--- src/rtl/ibex_pkg.sv ---
// Shared types for the iterative multiply/divide unit.
// Operation and FSM encodings live here so the EX stage and the unit agree.
package ibex_pkg;

    // RV32M operation classes handled by the multdiv unit
    typedef enum logic [1:0] {
        MD_OP_MULL = 2'd0,
        MD_OP_MULH = 2'd1,
        MD_OP_DIV  = 2'd2,
        MD_OP_REM  = 2'd3
    } md_op_e;

    // Sequencer states, walked strictly in declaration order for a full operation
    typedef enum logic [2:0] {
        IDLE   = 3'd0,
        ABS_A  = 3'd1,
        ABS_B  = 3'd2,
        COMP   = 3'd3,
        NEG_LO = 3'd4,
        NEG_HI = 3'd5,
        FINISH = 3'd6
    } md_state_e;

    // Iteration counter start value: one COMP cycle per operand bit
    localparam logic [4:0] MD_LAST_ITER = 5'd31;

endpackage

--- src/rtl/ibex_multdiv_iter.sv ---
// Iterative 32-bit RV32M multiplier/divider. It owns no adder: every add,
// subtract and negate is issued to the ALU shared adder through the 33-bit
// operand ports ({X,1} and {Y,cin}) and the result returns on alu_adder_ext_i.
// Signed operations run on magnitudes, then the low and high result words are
// conditionally negated, giving a fixed 37-cycle latency.
module ibex_multdiv_iter
    import ibex_pkg::*;
#(
    parameter int DataWidth = 32
) (
    input  logic                 clk_i,
    input  logic                 rst_i,
    input  logic                 mult_en_i,
    input  logic                 div_en_i,
    input  logic [1:0]           operator_i,
    input  logic [1:0]           signed_mode_i,
    input  logic [DataWidth-1:0] op_a_i,
    input  logic [DataWidth-1:0] op_b_i,
    input  logic [DataWidth+1:0] alu_adder_ext_i,
    output logic [DataWidth:0]   alu_operand_a_o,
    output logic [DataWidth:0]   alu_operand_b_o,
    output logic                 multdiv_sel_o,
    output logic                 valid_o,
    output logic [DataWidth-1:0] multdiv_result_o
);

    md_state_e            r_state;
    md_op_e               r_operator;
    logic [4:0]           r_counter;
    logic [DataWidth-1:0] r_opA;      // multiplicand, or dividend shifting out MSB-first
    logic [DataWidth-1:0] r_opB;      // multiplier shifting out LSB-first, or divisor
    logic [DataWidth-1:0] r_accHi;    // product high word, or partial remainder
    logic [DataWidth-1:0] r_accLo;    // product low word, or quotient
    logic                 r_signA;
    logic                 r_signB;
    logic                 r_divZero;
    logic                 r_carry;    // carry out of the low-word negation

    md_state_e            w_nextState;
    logic                 w_en;
    logic                 w_isMul;
    logic [DataWidth-1:0] w_sum;
    logic                 w_carryOut;
    logic [DataWidth-1:0] w_trial;
    logic                 w_divSuccess;
    logic                 w_negLo;
    logic                 w_negHi;
    logic                 w_unusedAdderLsb;

    assign w_en             = mult_en_i | div_en_i;
    assign w_isMul          = (r_operator == MD_OP_MULL) || (r_operator == MD_OP_MULH);
    assign w_sum            = alu_adder_ext_i[DataWidth:1];
    assign w_carryOut       = alu_adder_ext_i[DataWidth+1];
    assign w_unusedAdderLsb = alu_adder_ext_i[0];
    assign w_trial          = {r_accHi[DataWidth-2:0], r_opA[DataWidth-1]};
    assign w_divSuccess     = r_accHi[DataWidth-1] | w_carryOut;
    assign w_negLo          = w_isMul ? (r_signA ^ r_signB) : ((r_signA ^ r_signB) & ~r_divZero);
    assign w_negHi          = w_isMul ? (r_signA ^ r_signB) : r_signA;

    // Next-state selection and the adder operands requested in each state
    always_comb begin
        w_nextState     = r_state;
        alu_operand_a_o = '0;
        alu_operand_b_o = '0;
        multdiv_sel_o   = 1'b0;
        case (r_state)
            IDLE: begin
                if (w_en) w_nextState = ABS_A;
            end
            ABS_A: begin
                multdiv_sel_o   = 1'b1;
                alu_operand_a_o = {{DataWidth{1'b0}}, 1'b1};
                alu_operand_b_o = r_signA ? {~r_opA, 1'b1} : {r_opA, 1'b0};
                w_nextState     = ABS_B;
            end
            ABS_B: begin
                multdiv_sel_o   = 1'b1;
                alu_operand_a_o = {{DataWidth{1'b0}}, 1'b1};
                alu_operand_b_o = r_signB ? {~r_opB, 1'b1} : {r_opB, 1'b0};
                w_nextState     = COMP;
            end
            COMP: begin
                multdiv_sel_o = 1'b1;
                if (w_isMul) begin
                    alu_operand_a_o = {r_accHi, 1'b1};
                    alu_operand_b_o = {(r_opB[0] ? r_opA : {DataWidth{1'b0}}), 1'b0};
                end else begin
                    alu_operand_a_o = {w_trial, 1'b1};
                    alu_operand_b_o = {~r_opB, 1'b1};
                end
                if (r_counter == 5'd0) w_nextState = NEG_LO;
            end
            NEG_LO: begin
                multdiv_sel_o   = 1'b1;
                alu_operand_a_o = {{DataWidth{1'b0}}, 1'b1};
                alu_operand_b_o = w_negLo ? {~r_accLo, 1'b1} : {r_accLo, 1'b0};
                w_nextState     = NEG_HI;
            end
            NEG_HI: begin
                multdiv_sel_o   = 1'b1;
                alu_operand_a_o = {{DataWidth{1'b0}}, 1'b1};
                if (w_isMul) begin
                    alu_operand_b_o = w_negHi ? {~r_accHi, r_carry} : {r_accHi, 1'b0};
                end else begin
                    alu_operand_b_o = w_negHi ? {~r_accHi, 1'b1} : {r_accHi, 1'b0};
                end
                w_nextState = FINISH;
            end
            FINISH: begin
                w_nextState = IDLE;
            end
            default: begin
                w_nextState = IDLE;
            end
        endcase
        if ((r_state != IDLE) && !w_en) w_nextState = IDLE;
    end

    // Result strobe and word selection: MULL/DIV read the low word, MULH/REM the high word
    always_comb begin
        valid_o          = 1'b0;
        multdiv_result_o = '0;
        if (r_state == FINISH) begin
            valid_o          = 1'b1;
            multdiv_result_o = r_operator[0] ? r_accHi : r_accLo;
        end
    end

    // State register plus the datapath registers, each updated from the adder result
    always_ff @(posedge clk_i) begin
        if (rst_i) begin
            r_state    <= IDLE;
            r_operator <= MD_OP_MULL;
            r_counter  <= '0;
            r_opA      <= '0;
            r_opB      <= '0;
            r_accHi    <= '0;
            r_accLo    <= '0;
            r_signA    <= 1'b0;
            r_signB    <= 1'b0;
            r_divZero  <= 1'b0;
            r_carry    <= 1'b0;
        end else begin
            r_state <= w_nextState;
            case (r_state)
                IDLE: begin
                    if (w_en) begin
                        r_operator <= md_op_e'(operator_i);
                        r_opA      <= op_a_i;
                        r_opB      <= op_b_i;
                        r_signA    <= signed_mode_i[0] & op_a_i[DataWidth-1];
                        r_signB    <= signed_mode_i[1] & op_b_i[DataWidth-1];
                        r_divZero  <= (op_b_i == '0);
                        r_accHi    <= '0;
                        r_accLo    <= '0;
                        r_carry    <= 1'b0;
                    end
                end
                ABS_A: begin
                    r_opA <= w_sum;
                end
                ABS_B: begin
                    r_opB     <= w_sum;
                    r_counter <= MD_LAST_ITER;
                end
                COMP: begin
                    if (r_counter != 5'd0) r_counter <= r_counter - 5'd1;
                    if (w_isMul) begin
                        {r_accHi, r_accLo} <= {w_carryOut, w_sum, r_accLo[DataWidth-1:1]};
                        r_opB              <= {1'b0, r_opB[DataWidth-1:1]};
                    end else begin
                        r_accHi <= w_divSuccess ? w_sum : w_trial;
                        r_accLo <= {r_accLo[DataWidth-2:0], w_divSuccess};
                        r_opA   <= {r_opA[DataWidth-2:0], 1'b0};
                    end
                end
                NEG_LO: begin
                    r_accLo <= w_sum;
                    r_carry <= w_carryOut;
                end
                NEG_HI: begin
                    r_accHi <= w_sum;
                end
                default: begin
                end
            endcase
        end
    end

endmodule

--- config.mk ---
export PLATFORM = sky130hd
export DESIGN_NAME = ibex_multdiv_iter
export DESIGN_NICKNAME = d
export VERILOG_FILES = /design/src/rtl/ibex_pkg.sv /design/src/rtl/ibex_multdiv_iter.sv
export SDC_FILE = /design/constraint.sdc
export NUM_CORES = 1
export LEC_CHECK = 0
export BUFFER_PORTS_ARGS = -buffer_cell sky130_fd_sc_hd__buf_2
export CAP_MARGIN = 20
export CORE_MARGIN = 2
export CORE_UTILIZATION = 57
export CTS_BUF_LIST = sky130_fd_sc_hd__clkbuf_8 sky130_fd_sc_hd__clkbuf_16
export CTS_CLUSTER_DIAMETER = 60
export CTS_CLUSTER_SIZE = 40
export DETAILED_ROUTE_END_ITERATION = 6
export PLACE_DENSITY = 0.78
export RECOVER_POWER = 100
export SYNTH_ARGS = -nofsm -noshare
export SYNTH_HDL_FRONTEND = slang
export SYNTH_SLANG_ARGS = --single-unit
--- constraint.sdc ---
create_clock -name clk_i -period 2.2 [get_ports clk_i]
set_clock_uncertainty 0.15 [all_clocks]
set_input_delay 0.11 -clock clk_i [delete_from_list [all_inputs] [get_ports clk_i]]
set_output_delay 0.11 -clock clk_i [all_outputs]
set_load 0.05 [all_outputs]
==> Yosys cells after proc, flatten, opt, wreduce, memory -nomap -nowiden <==
Cells that the tools add are included.
{ "word_totals": {"reg_bits": 142, "latch_bits": 0, "ram_bits": 0, "mem_bits_ro": 0, "in_bits": 106, "memories": 0} }
{ "classes": {"n_addsub": 1, "n_mul": 0, "div": 0, "order_cmp": 0, "n_eq_ne": 12, "shifts": 0, "muxes": 36, "bitwise_logic": 11, "reduce_logical": 26} }
{ "op_table": {"columns": ["op", "count"], "rows": [
  ["$pmux 32 s3", 4],
  ["$mux 32", 11],
  ["$mux 33", 8],
  ["$pmux 33 s5", 1],
  ["$not 32->32", 4],
  ["$pmux 33 s2", 1],
  ["$logic_not 32->1", 1],
  ["$pmux 3 s6", 1],
  ["$reduce_bool 3->1", 5],
  ["$reduce_and 2->1", 6],
  ["$ne 2x2->1 const B", 5],
  ["$pmux 5 s2", 1],
  ["$eq 3x3->1 const B", 3],
  ["$eq 3x2->1 const B", 2],
  ["$mux 3", 2],
  ["$reduce_and 3->1", 2],
  ["$logic_not 5->1", 1],
  ["$mux 1", 5],
  ["$mux 5", 1],
  ["$reduce_bool 5->1", 1],
  ["$reduce_or 5->1", 1],
  ["$sub 5x1->5 const B", 1],
  ["$reduce_bool 2->1", 2],
  ["$reduce_or 4->1", 1],
  ["13 further kinds", 16]
]} }

==> Longest topological paths before layout <==
Gate-level depths: netlist (run 1).
{ "logic_depth": {"word_depth": 6, "depth_mapped": 8, "depth_no_buf": 6} }

==> Worst setup path after synthesis (run 1) <==
OpenSTA, ideal clock, no wires.
{ "synth_path": {"path_type": "flip-flop to output port", "from": "reg r_state[0]", "to": "out alu_operand_b_o[0]", "arrival_ns": 2.262, "required_ns": 1.940, "slack_ns": -0.322, "path_stages_with_launch": 7, "n_path_buf": 3, "path_cell_list": "dfxtp_1 -> buf_4 -> buf_6 -> and3b_1 -> clkbuf_1 -> o21ai_0 -> o21ai_0"} }
{ "synth_via": {"elab_chain_len": 2, "word_cells_on_any_way": 6, "classes_between": "5 x eq/ne; 1 x mux"} }
{ "synth_rtl": {"columns": ["item", "line_no", "rtl"], "rows": [
  ["from (decl)", "ibex_multdiv_iter.sv:27", "md_state_e r_state;"],
  ["from (signal assigned)", "ibex_multdiv_iter.sv:144", "r_state <= w_nextState;"],
  ["$eq 3x3->1, or another cell as far along", "ibex_multdiv_iter.sv:66", "case (r_state)"],
  ["$pmux 33 s5 *", "ibex_multdiv_iter.sv:66", null],
  ["to (decl)", "ibex_multdiv_iter.sv:21", "output logic [DataWidth:0] alu_operand_b_o,"]
]} }
Mark *: on every way between the ends. The rest lies on a longest branch, timed or not.

==> Final worst setup path (run 1) <==
{ "layout_path": {"from": "reg r_counter[0]", "to": "reg r_state[1]"} }
{ "layout_via": {"elab_chain_len": 3} }
{ "layout_rtl": {"columns": ["item", "line_no", "rtl"], "rows": [
  ["from (decl)", "ibex_multdiv_iter.sv:29", "logic [4:0] r_counter;"],
  ["from (signal assigned)", "ibex_multdiv_iter.sv:167", "if (r_counter != 5'd0) r_counter <= r_counter - 5'd1;"],
  ["$logic_not 5->1", "ibex_multdiv_iter.sv:91", "if (r_counter == 5'd0) w_nextState = NEG_LO;"],
  ["$ne 2x2->1 (no line)", null, null],
  ["$reduce_and 2->1 (no line)", null, null]
]} }
Every way passes these cells.
A chain may end at the register's enable or synchronous reset.

==> summary.txt, run 1 <==
Worst hold path
  – Hold Startpoint: op_a_i[17]
  – Hold Path Stages: 4
  – Hold crit path type: in -> reg
  – Hold Path Sink: r_opA[17]

Status
  – Failing checks: DRC, setup timing
  – Outcome: finished, violations left

Critical path
  – Critical path, cell by cell: inv_1 -> ha_1 -> nor4b_1 -> clkbuf_1 -> nand2_1 -> nand2_1 -> a2111oi_0
  – Worst path max stage delay: a little over 1 ns
  – Critical path startpoint category: register
  – Critical Path AT: around 2.7 ns
  – Critical path required time: 2.28 ns
  – Critical path buffers and inverters: 2
  – Worst path slowest cell: a2111oi_0
  – CP Class: reg -> reg
  – Largest fanout on the critical path: 4
  – Most used cell, CP: nand2_1
  – CP startpoint: r_counter[0]
  – Worst r2r dst: r_state[1]
  – Reg2Reg Depth: 7
  – CP top delay family: compound AO/OA/AOI/OAI gates
  – R2R Path Start: r_counter[0]
  – R2r setup slk: -0.41 ns
  – CP Capture Type: register

Power
  – Gate power share: 0.333
  – Pwr per Cell Area: 555.7 mW/mm2
  – Flop pwr share: 0.335
  – Net Sw Power: roughly 3.2 mW
  – Leakage: about 6.4 nW
  – Switching share of total power: 0.3546
  – Share of power burned in the clock network: 0.332
  – Peak supply drop: 608.5 uV
  – Power Internal: between 5 and 6 mW

Layout
  – Antenna cell count: 0
  – Share of layout cells above drive strength 1: 0.2976
  – Count of nets after finishing: roughly 1,800
  – Area growth from synthesis to layout: 46.38%
  – Fillers: slightly below 1,000
  – Post-Layout Cell Count: about 2,000

Run
  – Max-Cap Viols: 0

STA
  – Fmax: about 380 MHz
  – Worst-margin pin slew: ~1.2 ns
  – Final max-slew violation count: 0
  – Setup-failing EPs final: between 40 and 50
  – RSZ-0062 raised after global routing: true
  – Final hold slack: between 0.02 and 0.03 ns
  – Final WS setup: -0.4131 ns
  – Sum of negative setup slack: -8.569 ns
  – Slew headroom: 0.1984
  – Tcrit/Tclk final: 1.188
  – Crit path time final: 2.613 ns
  – Final Hold Fails: 0

Detailed routing
  – Initial detailed-routing violation count: ~2,500
  – WL final: 52,370 um
  – DR top layer: met4
  – TritonRoute pass-1 iters: 7
  – Vias per Instance: 7.250
  – Drt drc: 56
  – DR WL met3: roughly 8000 um
  – Vias: approximately 14,000
  – Post-DRT Antenna Nets: 0
  – WL/cell: approximately 26 um
  – M1 wire length: 17,750 um
  – Metal2 WL: 22,800 um

Logic synthesis
  – Synthesized flop and latch total: about 140
  – Post-synthesis mux area share: 0.1723
  – Post-synthesis sequential area ratio: 0.2572
  – Async S/R FF share, synth: 0
  – Main synth FF type: dfxtp_1
  – Main combinational cell family by area after synthesis: compound AO/OA/AOI/OAI gates
  – Post-Synth XOR/XNOR Area: 0.004869
  – Synth warn: 0
  – Post-synthesis cell type count: between 60 and 70
  – Synthesized area: roughly 0.011 mm2
  – Mean post-synth cell area: ~7.9 um2
  – Synth Area in Adders: 0.002264
  – Post-Syn Nets: between 1,500 and 2,000
  – Post-synth top area share: 0.2572
  – Syn Inst Count: ~1,400
  – Number of synthesized flops with an enable pin: 0
  – Largest area contributor in the netlist: dfxtp_1
  – Synth Area in Simple Gates: 0.1894
  – Synth Area in Compound Gates: 0.2999
  – Top cells by area, synth: dfxtp_1 26%, mux2i_1 17%, nor2_1 6.7%, o2bb2ai_1 5.0%, a21oi_1 4.9%

Global routing
  – Pin count of the biggest net entering global routing: 46
  – Global-route wire length before repair: 72,360 um
  – Total Routing Usage GR: 0.4500
  – Number of global-route vias before repair: ~13,000
  – Global route overflow: 0
  – Initial antenna violation count: 0

CTS
  – Clock-pin slew on the worst setup and hold paths: roughly 0.07 ns
  – Clock Latency Late Sink: approximately 0.45 ns
  – Root buf cell: clkbuf_16
  – Clock sink count: ~140
  – CTS buffer count: 17
  – Maximum clock path buffer count: 2
  – CTS tree: yes
  – H-tree depth: 4

Place
  – GP Congestion: between 0.9 and 1
  – Worst slack at placement: -0.01007 ns
  – Detail Placement HPWL: 26,840 um
  – # port buffers: 204
  – Placed Cells: approximately 1,800

Floorplanning
  – Die Width: around 140 um
  – Cell Rows: 50
  – Die area: around 0.021 mm2
  – Initial cell density of the core: 0.5849
  – Placeable core area: between 0.015 and 0.02 mm2
  – Die height: ~140 um
  – I/O pin total: between 200 and 250
==> cells in the mapped netlist, types with 2 or more instances <==
master     instances
a32oi_1           32
a211oi_1          33
mux2i_1          188
nand2_1           74
buf_2             71
nor2_1           197
xnor2_1            2
clkbuf_1          57
buf_4              7
o211ai_1          33
buf_12             3
nor3_1            69
nand3_1           37
a21oi_1          108
nand2b_1           4
nor3_2             2
ha_1               2
nor4bb_1           2
and3b_1            2
nor2b_1            2
inv_1              3
buf_6              7
a2111o_1          31
a221oi_1           3
o21a_1            33
and2_1            32
nor4_1             7
buf_1              7
o21ai_0           51
o31ai_1            2
o2bb2ai_1         63
o21ai_1           21
nand3b_1           6
dfxtp_1          142
a221o_1           32
a2111oi_0          2
==> tightest hold or removal path, cell delays in order <==
cell and delay [ns]:
buf_2 0.10, nor2_1 0.15, a2111o_1 0.14, a21oi_1 0.06
==> metrics by stage <==
| stage | area (um2) | utilization | power (mW) |
|---|---|---|---|
| 2_1_floorplan | 11050 | - | 4.383 |
| 3_3_place_gp | 12590 | 0.6662 | 5.058 |
| 3_5_place_dp | 12590 | 0.6662 | 5.100 |
| 4_1_cts | 15490 | 0.8201 | 8.485 |
| 5_1_grt | 16180 | 0.8562 | 9.130 |
| 6_report | 16180 | 0.8562 | 8.989 |
==> area by class of cell <==
cell class / count / area, um2 / share of cell area
clock buffer: 22 / 494.2 / 0.03055
inverter: 4 / 15.01 / 0.0009282
timing repair buffer: 450 / 4185 / 0.2587
tap: 260 / 325.3 / 0.02011
multi-input combinational: 1099 / 8194 / 0.5066
sequential: 142 / 2867 / 0.1772
clock inverter: 10 / 95.09 / 0.005879
==> kinds of logic (layout without fill, tap and decap cells) <==
family,count (synthesis),count (layout)
AO/OA/AOI/OAI,454,454
AND/OR/NAND/NOR,450,450
multiplexers,189,189
buffers and inverters,157,486
flip-flops,142,142
XOR/XNOR,4,4
adder cells (fa/ha/maj),2,2
==> metal layers <==
layer  global-route usage  vias up
met4               0.1992        0
met1               0.5662     6597
met5                    0        -
met2               0.7154     1500
li1                     -     5868
met3               0.1318      440
==> cell usage in the layout (no fill, tap or decap), types with 41 or more instances in the layout <==
cell / synthesis / layout
buf_4: 7 / 128
buf_6: 7 / 60
o21ai_0: 51 / 41
nor3_1: 69 / 60
buf_2: 71 / 109
o2bb2ai_1: 63 / 52
dlygate4sd3_1: 0 / 100
nor2_1: 197 / 186
a21oi_1: 108 / 106
nand2_1: 74 / 74
mux2i_1: 188 / 175
dfxtp_1: 142 / 135
==> worst max-delay path by stage <==
stage	to	slack, ns	cells past startpoint
final	r_state[1]	-0.41	7
after CTS	alu_operand_b_o[21]	-0.16	7
after detailed placement	alu_operand_b_o[14]	-0.01	7
after floorplan	alu_operand_a_o[10]	0.03	6
after global routing	r_state[1]	-0.42	7
after global placement	alu_operand_b_o[14]	-0.009	7
==> what timing repair did <==
action	in CTS	in global routing
setup buffers	27	14
hold buffers	100	0
pin swaps	34	34
hold endpoints to repair	131	0
gates resized for setup	230	176
gates cloned	11	1
endpoints found under the setup margin	98	104
==> registers in the layout (all words and copies together) (netlist names) <==
register	flops
r_signA	1
r_operator	2
r_divZero	1
r_carry	1
r_signB	1
r_accLo	32
r_counter	5
r_state	3
r_opA	32
r_opB	32
r_accHi	32
==> power by group through the flow <==
stage	combinational (mW)	sequential (mW)	clock, mW
after floorplan	1.47	2.92	0
after global placement	2.07	2.98	0
after CTS	2.60	2.95	2.93
after detailed placement	2.11	2.99	0
after global routing	3.06	3.02	3.06
final	2.99	3.01	2.98
No activity file was read; power rests on OpenSTA's default activity.
==> run 2: changes to the inputs <==
- GPL_TIMING_DRIVEN: default -> 0
- clock period: 2.2 -> 2.9 ns (I/O delays scaled with it)
==> run 2 against run 1 <==
Compared with the run above: the flow finishes with violations (setup timing); worst setup slack better by 0.41 ns; first-iteration DRC count decreased by 11%; combinational power decreased by 38%; sequential power decreased by 26%; hold slack got worse by 0.020 ns; wire length decreased by 8.6%; global-route usage increased by 0.089 points; largest cell class unchanged.
==> summary.txt, run 2 (synthesis results as in run 1) <==
CTS
  – CTS buffer count: 17
  – Root buf cell: clkbuf_16
  – Maximum clock path buffer count: 2
  – H-tree depth: 4
  – Clock Latency Late Sink: between 0.4 and 0.5 ns
  – CTS tree: yes
  – Clock sink count: around 140
  – Clock-pin slew on the worst setup and hold paths: about 0.06 ns

Critical path
  – R2R Path Start: r_state[0]
  – Critical path startpoint category: register
  – CP top delay family: buffers and inverters
  – Worst path slowest cell: clkbuf_1
  – Reg2Reg Depth: 6
  – Critical Path AT: ~2.6 ns
  – Worst r2r dst: r_divZero
  – Worst path max stage delay: 0.46 ns
  – CP Capture Type: output port
  – R2r setup slk: roughly 0.26 ns
  – CP Class: reg -> out
  – Critical path, cell by cell: buf_4 -> and2_1 -> clkbuf_1 -> nor3_1 -> o21ai_0 -> nand3_1 -> buf_2
  – Largest fanout on the critical path: 10
  – Critical path buffers and inverters: 3
  – Critical path required time: about 2.6 ns

Floorplanning
  – Die area: 0.02052 mm2
  – Die Width: roughly 140 um
  – I/O pin total: 206
  – Initial cell density of the core: 0.5849
  – Die height: between 100 and 150 um
  – Placeable core area: 0.01889 mm2
  – Cell Rows: 50

Layout
  – Antenna cell count: 0
  – Layout Utilization: 0.7513
  – Commonest non-fill, non-tap cell in the layout: buf_2
  – Count of nets after finishing: 1,833
  – Fillers: 1,510
  – Share of layout cells above drive strength 1: 0.2296
  – Post-Layout Cell Count: ~2,000
  – Most frequent cells in the layout: 270 x buf_2, 197 x nor2_1, 188 x mux2i_1, 140 x dfxtp_1, 107 x a21oi_1
  – Area growth from synthesis to layout: 28.44%

Detailed routing
  – WL final: about 48,000 um
  – DR WL met3: 6967 um
  – Metal2 WL: 21,210 um
  – Initial detailed-routing violation count: 2,177
  – M1 wire length: 17,290 um
  – WL/cell: approximately 24 um
  – Vias per Instance: about 6.8
  – DR top layer: met4
  – TritonRoute pass-1 iters: 7
  – Vias: between 10,000 and 15,000
  – Post-DRT Antenna Nets: 0
  – Drt drc: 0

Power
  – Pwr per Cell Area: between 400 and 500 mW/mm2
  – Leakage: ~5.7 nW
  – Peak supply drop: about 460 uV

Global routing
  – Global-route wire length before repair: 70,750 um
  – Global route overflow: 0
  – Number of global-route vias before repair: roughly 13,000
  – Total Routing Usage GR: 0.4509
  – Initial antenna violation count: 0
  – Pin count of the biggest net entering global routing: 17

STA
  – Final Hold Fails: 0
  – Final WS setup: -0.006573 ns
  – Final hold slack: between 0.009 and 0.01 ns
  – Final max-slew violation count: 0
  – RSZ-0062 raised after global routing: true
  – Tcrit/Tclk final: 1.002
  – Slew headroom: 0.4444
  – Setup-failing EPs final: 1
  – Worst-margin pin slew: ~0.83 ns
  – Crit path time final: ~2.9 ns
  – Fmax: roughly 340 MHz

Status
  – Failing checks: setup timing
  – Outcome: finished, violations left

Worst hold path
  – Hold crit path type: in -> reg
  – Hold Path Stages: 4
  – Hold Startpoint: op_a_i[18]
  – Hold Path Sink: r_opA[18]

Place
  – Detail Placement HPWL: between 30,000 and 40,000 um
  – GP Congestion: 0.9923
  – # port buffers: between 200 and 250
  – Worst slack at placement: 0.2180 ns
  – Placed Cells: ~1,900

Run
  – Max-Cap Viols: 0
run 2: cell count changes in the layout (fill, tap and decap cells not counted), sizes merged:
cell and delta:
clkbuf +53, dlygate4sd3 +1, bufbuf -2, clkinvlp +4, buf -46, bufinv -1, clkinv +2
run 2: power by group:
| part | switching, mW | leakage [nW] | internal [mW] | total, mW |
|---|---|---|---|---|
| Combinational | 1.16 | 4.26 | 0.680 | 1.84 |
| Clock | 0.974 | 0.266 | 1.19 | 2.16 |
| Sequential | 0.170 | 1.16 | 2.07 | 2.24 |
| Total | 2.30 | 5.69 | 3.94 | 6.24 |
run 2: what timing repair did:
item | 4_1_cts | 5_1_grt
pin swaps | 0 | 9
hold buffers | 101 | 0
resized for setup | 27 | 46
endpoints found under the hold margin | 123 | 0
gates cloned | 0 | 0
endpoints found under the setup margin | 30 | 51
setup buffers | 0 | 3
run 2: stage by stage:
step	cell area (um2)	setup TNS (ns)	power, mW
finish	14190	-0.006573	6.243
global route	14190	-0.06839	6.374
CTS	14090	0	6.089
detailed placement	12400	0	3.867
global placement	12400	0	3.841
floorplan	11050	0	3.325
run 2: worst max path at each step:
stage	from	to	slack, ns	cells past startpoint
after global placement	r_signA	alu_operand_b_o[31]	0.26	7
after global routing	r_state[0]	alu_operand_b_o[19]	-0.02	8
after detailed placement	r_signA	alu_operand_b_o[31]	0.22	7
final	r_operator[1]	alu_operand_b_o[7]	-0.007	7
after floorplan	r_state[0]	alu_operand_b_o[0]	0.34	6
after CTS	r_state[0]	alu_operand_b_o[0]	0.005	7
run 2: area by class of cell:
cell class / instances / area [um2] / area share
multi-input cells: 1099 / 7546 / 0.5316
flip-flops and latches: 142 / 2845 / 0.2005
repair buffers: 308 / 2057 / 0.1449
plain buffers: 153 / 843.3 / 0.05941
clock buffers: 17 / 425.4 / 0.02997
well taps: 260 / 325.3 / 0.02292
clock inverters: 15 / 136.4 / 0.009609
inverters: 4 / 15.01 / 0.001058
run 2: metal layers:
metal / up-vias / GRT usage
met5: - / 0
met4: 0 / 0.2049
met3: 248 / 0.1190
met2: 1120 / 0.7164
met1: 6294 / 0.5730
li1: 5898 / -
run 2: tightest hold or removal path: stages:
cell,delay (ns)
buf_2,0.10
nor2_1,0.12
a2111o_1,0.13
a21oi_1,0.05
